[config.mk]
export PLATFORM = sky130hd
export DESIGN_NAME = channel_serializer
export DESIGN_NICKNAME = d
export VERILOG_FILES = /design/src/rtl/channel_serializer.sv
export SDC_FILE = /design/constraint.sdc
export NUM_CORES = 1
export LEC_CHECK = 0
export ABC_CLOCK_PERIOD_IN_PS = 3400
export CAP_MARGIN = 20
export CORE_UTILIZATION = 47
export CTS_CLUSTER_DIAMETER = 40
export DETAILED_ROUTE_END_ITERATION = 6
export GPL_TIMING_DRIVEN = 1
export HOLD_SLACK_MARGIN = 0.15
export PLACE_DENSITY = 0.93
export SYNTH_ARGS = -nofsm -noshare
export SYNTH_HDL_FRONTEND = slang
export SYNTH_SLANG_ARGS = --single-unit
[constraint.sdc]
create_clock -name clk -period 3.4 [get_ports clk]
set_input_delay 0.68 -clock clk [delete_from_list [all_inputs] [get_ports clk]]
set_output_delay 0.68 -clock clk [all_outputs]
set_load 0.02 [all_outputs]
[src/rtl/channel_serializer.sv]
// channel_serializer: splits one wide NIn-bit word into NChunks NOut-bit
// chunks, least-significant chunk first, over valid/ack channels.
//
// state | meaning
// IDLE  | no word held; in_a=1, out_v=0
// SEND  | presenting chunk idx of the held word; out_v=1
module channel_serializer #(
    parameter int NOut = 24,
    parameter int NIn  = 34
) (
    input  logic            clk,
    input  logic            reset,
    input  logic [NIn-1:0]  in_d,
    input  logic            in_v,
    output logic            in_a,
    output logic [NOut-1:0] out_d,
    output logic            out_v,
    input  logic            out_a
);

    localparam int NChunks = (NIn + NOut - 1) / NOut;
    localparam int NCnt    = (NChunks > 1) ? $clog2(NChunks) : 1;
    localparam int NExt    = NChunks * NOut;
    localparam logic [NCnt-1:0] LastIdx = NCnt'(NChunks - 1);

    typedef enum logic {IDLE, SEND} state_t;

    state_t              state_q, state_d;
    logic [NCnt-1:0]     idx_q, idx_d;
    logic [NIn-1:0]      word_q, word_d;
    logic [NExt-1:0]     word_ext;
    logic [NOut-1:0]     chunk;
    logic                busy;
    logic                last;

    assign busy = (state_q == SEND);
    assign last = (idx_q == LastIdx);

    // Zero-extend the held word and pick the chunk selected by idx.
    always_comb begin
        word_ext = '0;
        word_ext[NIn-1:0] = word_q;
        chunk = '0;
        for (int k = 0; k < NChunks; k++) begin
            if (idx_q == NCnt'(k)) begin
                chunk = word_ext[k*NOut +: NOut];
            end
        end
    end

    // Next-state and channel outputs; the out_a -> in_a path lets a new word
    // be taken on the cycle the last chunk leaves, so streams have no bubbles.
    always_comb begin
        state_d = state_q;
        idx_d   = idx_q;
        word_d  = word_q;
        out_v   = busy;
        out_d   = busy ? chunk : '0;
        in_a    = reset & (~busy | (last & out_a));
        case (state_q)
            IDLE: begin
                if (in_v) begin
                    word_d  = in_d;
                    idx_d   = '0;
                    state_d = SEND;
                end
            end
            SEND: begin
                if (out_a) begin
                    if (!last) begin
                        idx_d = idx_q + NCnt'(1);
                    end else if (in_v) begin
                        word_d = in_d;
                        idx_d  = '0;
                    end else begin
                        state_d = IDLE;
                    end
                end
            end
            default: state_d = IDLE;
        endcase
    end

    // State, counter and word registers; reset discards any partial word.
    always_ff @(posedge clk or negedge reset) begin
        if (!reset) begin
            state_q <= IDLE;
            idx_q   <= '0;
            word_q  <= '0;
        end else begin
            state_q <= state_d;
            idx_q   <= idx_d;
            word_q  <= word_d;
        end
    end

endmodule

==> impl_metrics.toml, run 1 <==
[cells_and_area]
area_growth_pct = 41.8
final_cells = 231
fillerInstances = 237
final_nets = 223
drive_gt1_share_pct = 25.4
antenna_cells = 0
fin_area_um2 = 2440

[worst_setup_path]
critical_path.max_fanout = 15
worstPathArrival_ps = 2420
crit_required_ps = 2720
worst-path-buf-inv = 2
rrSetupSlack_ps = 1410
crit_type = "reg2out"
worst_path_dominant_cell_family = "simple AND/OR/NAND/NOR gates"
critPathSlowestCell = "nor2_1"
crit_chain = "inv_1 > nor2_1 > and2_1 > clkdlybuf4s50_1"
crit_path_start_kind = "flop"
worst_path_largest_cell_delay_ps = 670
endpoint_kind = "output pin"

[detailed_routing]
detail_route.vias_per_cell = 4.85
wl_um = 3570
drc = 0
ant_nets = 0
routedWlPerCell_um = 15.4
vias = 1121
dr.pass1.iters = 2
dr.first_iter.drc_count = 19

[clocking]
tritoncts = "yes"
cts_made_buffers = 5
clock_latency_ps = 320
htreeDepth = 2
cts.path.max_buffers = 2
post_cts_buffers = 0
clk_pin_slew_ps = 100
clock_sinks = 36
root_buffer = "clkbuf_4"
cts_resized = 0
ctsHoldBuffers = 0

[floorplan]
coreArea_um2 = 3420
initial_core_util_pct = 50.4
fp.dieW_um = 62.5
io_pins = 64
dieHeight_um = 62.5
row_count = 21
fp.dieArea_um2 = 3910

[sta]
finalSetupViolations = 0
rsz0062_at_grt = "false"
min_period_ps = 3100
whs_ps = 385
timing.setup.tns_ps = 0
fin_worst_skew_ps = 4.80
maxSlewHeadroom_pct = 46.3
period_share_pct = 91.1
max_freq_mhz = 323
hold_viol_final = 0
fin_ws_ps = 302
slew_violations = 0
tightest_slew_ps = 803

[global_route]
grt_first_pass_wirelength_um = 6070
grt_max_degree = 37
grt_pass1_vias = 1270
track_usage_pct = 20.2
antenna_found_initial = 0
gr-total-overflow = 0

[logic_synthesis]
synthAdderAreaFrac_pct = 0
synth.area.mux_share_pct = 34.6
ys_types = 17
netlist_area_um2 = 1720
syn_nets = 157
synth_compound_gate_area_share_pct = 1.23
synth-xor-area-share_pct = 0
synthCells = 119
syn_avg_cell_area_um2 = 14.5
synth_top_family_by_area = "multiplexers"
yosysSeqAreaShare_pct = 52.3
ys_seq_elements = 36
yosys.area_share.simple_pct = 8.57
yosysWarnings = 0

[place]
routabilityCongestion = 0.806
place_ws_ps = 629
portBuffers = 63
dp_hpwl_um = 2530
place_area_um2 = 2380
dp_cells = 224

[flow_run]
cap_violations = 0

[pwr]
leakagePower_uw = 0.00114
vdd_drop_max_mv = 0.532
p_per_area_nw_per_um2 = 901

[min_path]
min_path_type = "in2async"

[run_status]
status = "complete, no violations"
[per-stage QoR]
stage	utilization (%)	total power (uW)
floorplan	-	1510
global placement	69.6	1930
detailed placement	69.6	1960
CTS	71.5	2220
global route	71.5	2330
finish	71.5	2200
[flip-flops by register name, indices dropped and copies added, names as in the netlist]
signal,count
idx_q,1
out_v,1
word_q,34
[cells in the final DEF, fill, tap and decap left out]
master and count:
a22o_1 1, inv_1 1, clkbuf_8 2, clkdlybuf4s50_1 62
nor2b_1 1, buf_4 3, mux2_2 4, buf_2 1
mux2_4 30, nand2b_2 1, o21ai_0 1, mux2i_1 10
dfrtp_1 36, or2_2 1, a21boi_1 1, nor2_1 11
and2_1 14, clkbuf_4 5
[layer usage]
metal / GRT usage, % / vias up / share of wire (%)
li1: - / 530 / -
met1: 23.2 / 543 / 43
met2: 35.2 / 42 / 50
met3: 5.47 / 6 / 5.7
met4: 8.14 / 0 / 1.8
met5: 0 / - / 0
[kinds of logic after synthesis]
family,count (synthesis)
multiplexers,44
flip-flops,36
AND/OR/NAND/NOR,28
buffers and inverters,8
AO/OA/AOI/OAI,3
[cells in the mapped netlist]
cell	n	area, um^2
dfrtp_1	36	901
mux2_4	30	450
and2_1	14	87.6
nor2_1	11	41.3
mux2i_1	10	100
mux2_2	4	45.0
buf_6	3	33.8
clkbuf_1	2	7.51
a21boi_1	1	7.51
a22o_1	1	8.76
buf_2	1	5.00
buf_4	1	7.51
inv_1	1	3.75
nand2b_1	1	6.26
nor2b_1	1	6.26
o21ai_0	1	5.00
or2_2	1	6.26
[worst paths after layout]
kind,from,end,cells past startpoint
max reg2reg,idx_q$_DFFE_PN0P_,word_q[16]$_DFFE_PN0P_,5
min in group clk,word_q[11]$_DFFE_PN0P_,word_q[11]$_DFFE_PN0P_,1
min,reset,word_q[12]$_DFFE_PN0P_,2
min reg2reg,word_q[11]$_DFFE_PN0P_,word_q[11]$_DFFE_PN0P_,1
max in group asynchronous,reset,word_q[24]$_DFFE_PN0P_,2
max,out_v$_DFF_PN0_,out_d[13],4
[where the power goes]
| part | internal [uW] | switching, uW |
|---|---|---|
| Sequential | 641 | 115 |
| Combinational | 696 | 501 |
| Clock | 117 | 130 |
[cell type report]
type | instances | area (um^2) | share of cell area (%)
multi-input cells | 75 | 767 | 31.4
repair buffers | 66 | 648 | 26.5
inverters | 1 | 3.75 | 0.154
clock buffers | 7 | 65.1 | 2.66
flip-flops and latches | 36 | 901 | 36.9
well taps | 46 | 57.6 | 2.36
Note: power is estimated with default switching activity, not from simulation.
==> run 2, diff against run 1 <==
Settings changed: SETUP_SLACK_MARGIN from default to 0.3.
==> impl_metrics.toml, run 2 (synthesis results as in run 1) <==
[floorplan]
coreArea_um2 = 3420
io_pins = 64
dieHeight_um = 62.5
fp.dieArea_um2 = 3910
row_count = 21
fp.dieW_um = 62.5
initial_core_util_pct = 50.4

[global_route]
antenna_found_initial = 0
track_usage_pct = 20.2
gr-total-overflow = 0
grt_first_pass_wirelength_um = 6090
grt_pass1_vias = 1272
grt_max_degree = 37

[cells_and_area]
antenna_cells = 0
largest_register = "word_q"
fin_area_um2 = 2440
area_growth_pct = 41.9
largest_reg_flops = 34
mostFrequentLayoutCells = "62 x clkdlybuf4s50_1, 36 x dfrtp_1, 30 x mux2_4"
final_nets = 223
drive_gt1_share_pct = 25.9
layout_commonest_cell = "clkdlybuf4s50_1"

[clocking]
clk_pin_slew_ps = 100
clock_latency_ps = 320
tritoncts = "yes"
cts_made_buffers = 5
post_cts_buffers = 0
root_buffer = "clkbuf_4"
htreeDepth = 2
clock_sinks = 36
cts.path.max_buffers = 2

[worst_setup_path]
worst_path_dominant_cell_family = "buffers and inverters"
worst_path_largest_cell_delay_ps = 630
worst-path-buf-inv = 2
crit_required_ps = 2720
startpoint = "out_v$_DFF_PN0_"
critical_path.max_fanout = 15
crit_type = "reg2out"
endpoint_kind = "output pin"
critPathSlowestCell = "clkdlybuf4s50_1"
crit_chain = "inv_1 > nor2_2 > and2_1 > clkdlybuf4s50_1"
rr_startpoint = "idx_q$_DFFE_PN0P_"
crit_path_start_kind = "flop"
worstPathArrival_ps = 2190

[flow_run]
cap_violations = 0

[detailed_routing]
ant_nets = 0
routedWlPerCell_um = 15.5
dr.pass1.iters = 3
detail_route.vias_per_cell = 4.84
vias = 1119
wl_um = 3580
drc = 0
dr.first_iter.drc_count = 15

[place]
portBuffers = 63
dp_hpwl_um = 2530
place_ws_ps = 629
routabilityCongestion = 0.806
place_area_um2 = 2380

[sta]
fin_ws_ps = 526
tightest_slew_ps = 581
slew_violations = 0
hold_viol_final = 0
fin_worst_skew_ps = 4.15
period_share_pct = 84.5
rsz0062_at_grt = "false"
min_period_ps = 2870
finalSetupViolations = 0
max_freq_mhz = 348
whs_ps = 386
maxSlewHeadroom_pct = 61.3
timing.setup.tns_ps = 0

[run_status]
status = "complete, no violations"

[pwr]
vdd_drop_max_mv = 0.535
leakagePower_uw = 0.00114
p_per_area_nw_per_um2 = 903

[min_path]
min_path_type = "in2async"
-- run 2: area by class of cell --
class	instances	area, um^2
Tap cell	46	57.6
Sequential cell	36	901
Inverter	1	3.75
Fill cell	237	971
Clock buffer	7	65.1
Timing Repair Buffer	66	648
Multi-Input combinational cell	75	769
-- run 2: through the flow --
stage                     power (uW)  utilization (%)  instances
after CTS                       2230             71.6        231
final                           2210             71.6        231
after global placement          1930             69.6        224
after global routing            2340             71.6        231
after detailed placement        1960             69.6        224
after floorplan                 1510                -        119
-- run 2: timing repair --
item	4_1_cts	5_1_grt
gates resized for setup	1	0
hold buffers	0	0
endpoints found under the setup margin	14	0
-- run 2: routing by layer --
layer | up-vias | GRT usage [%] | routed length (um)
met4 | 0 | 8.14 | 61
met2 | 44 | 35.2 | 1780
met3 | 6 | 5.47 | 203
met5 | - | 0 | 0
met1 | 538 | 23.4 | 1540
li1 | 531 | - | -
-- run 2: path summary, 6_finish.rpt --
check                                         endpoint  slack (ps)  cells past startpoint
worst min-delay path            word_q[12]$_DFFE_PN0P_         390                      2
worst max-delay path                         out_d[13]         530                      4
worst max register to register  word_q[16]$_DFFE_PN0P_        1390                      5
worst min register to register  word_q[11]$_DFFE_PN0P_         510                      1
max in group asynchronous       word_q[16]$_DFFE_PN0P_        2700                      2
min in group clk                word_q[11]$_DFFE_PN0P_         510                      1
-- run 2: power by group --
group | leakage (uW) | internal (uW) | switching (uW)
combinational | 0.000688 | 697 | 503
sequential | 0.000418 | 641 | 118
clock | 0.0000374 | 117 | 133
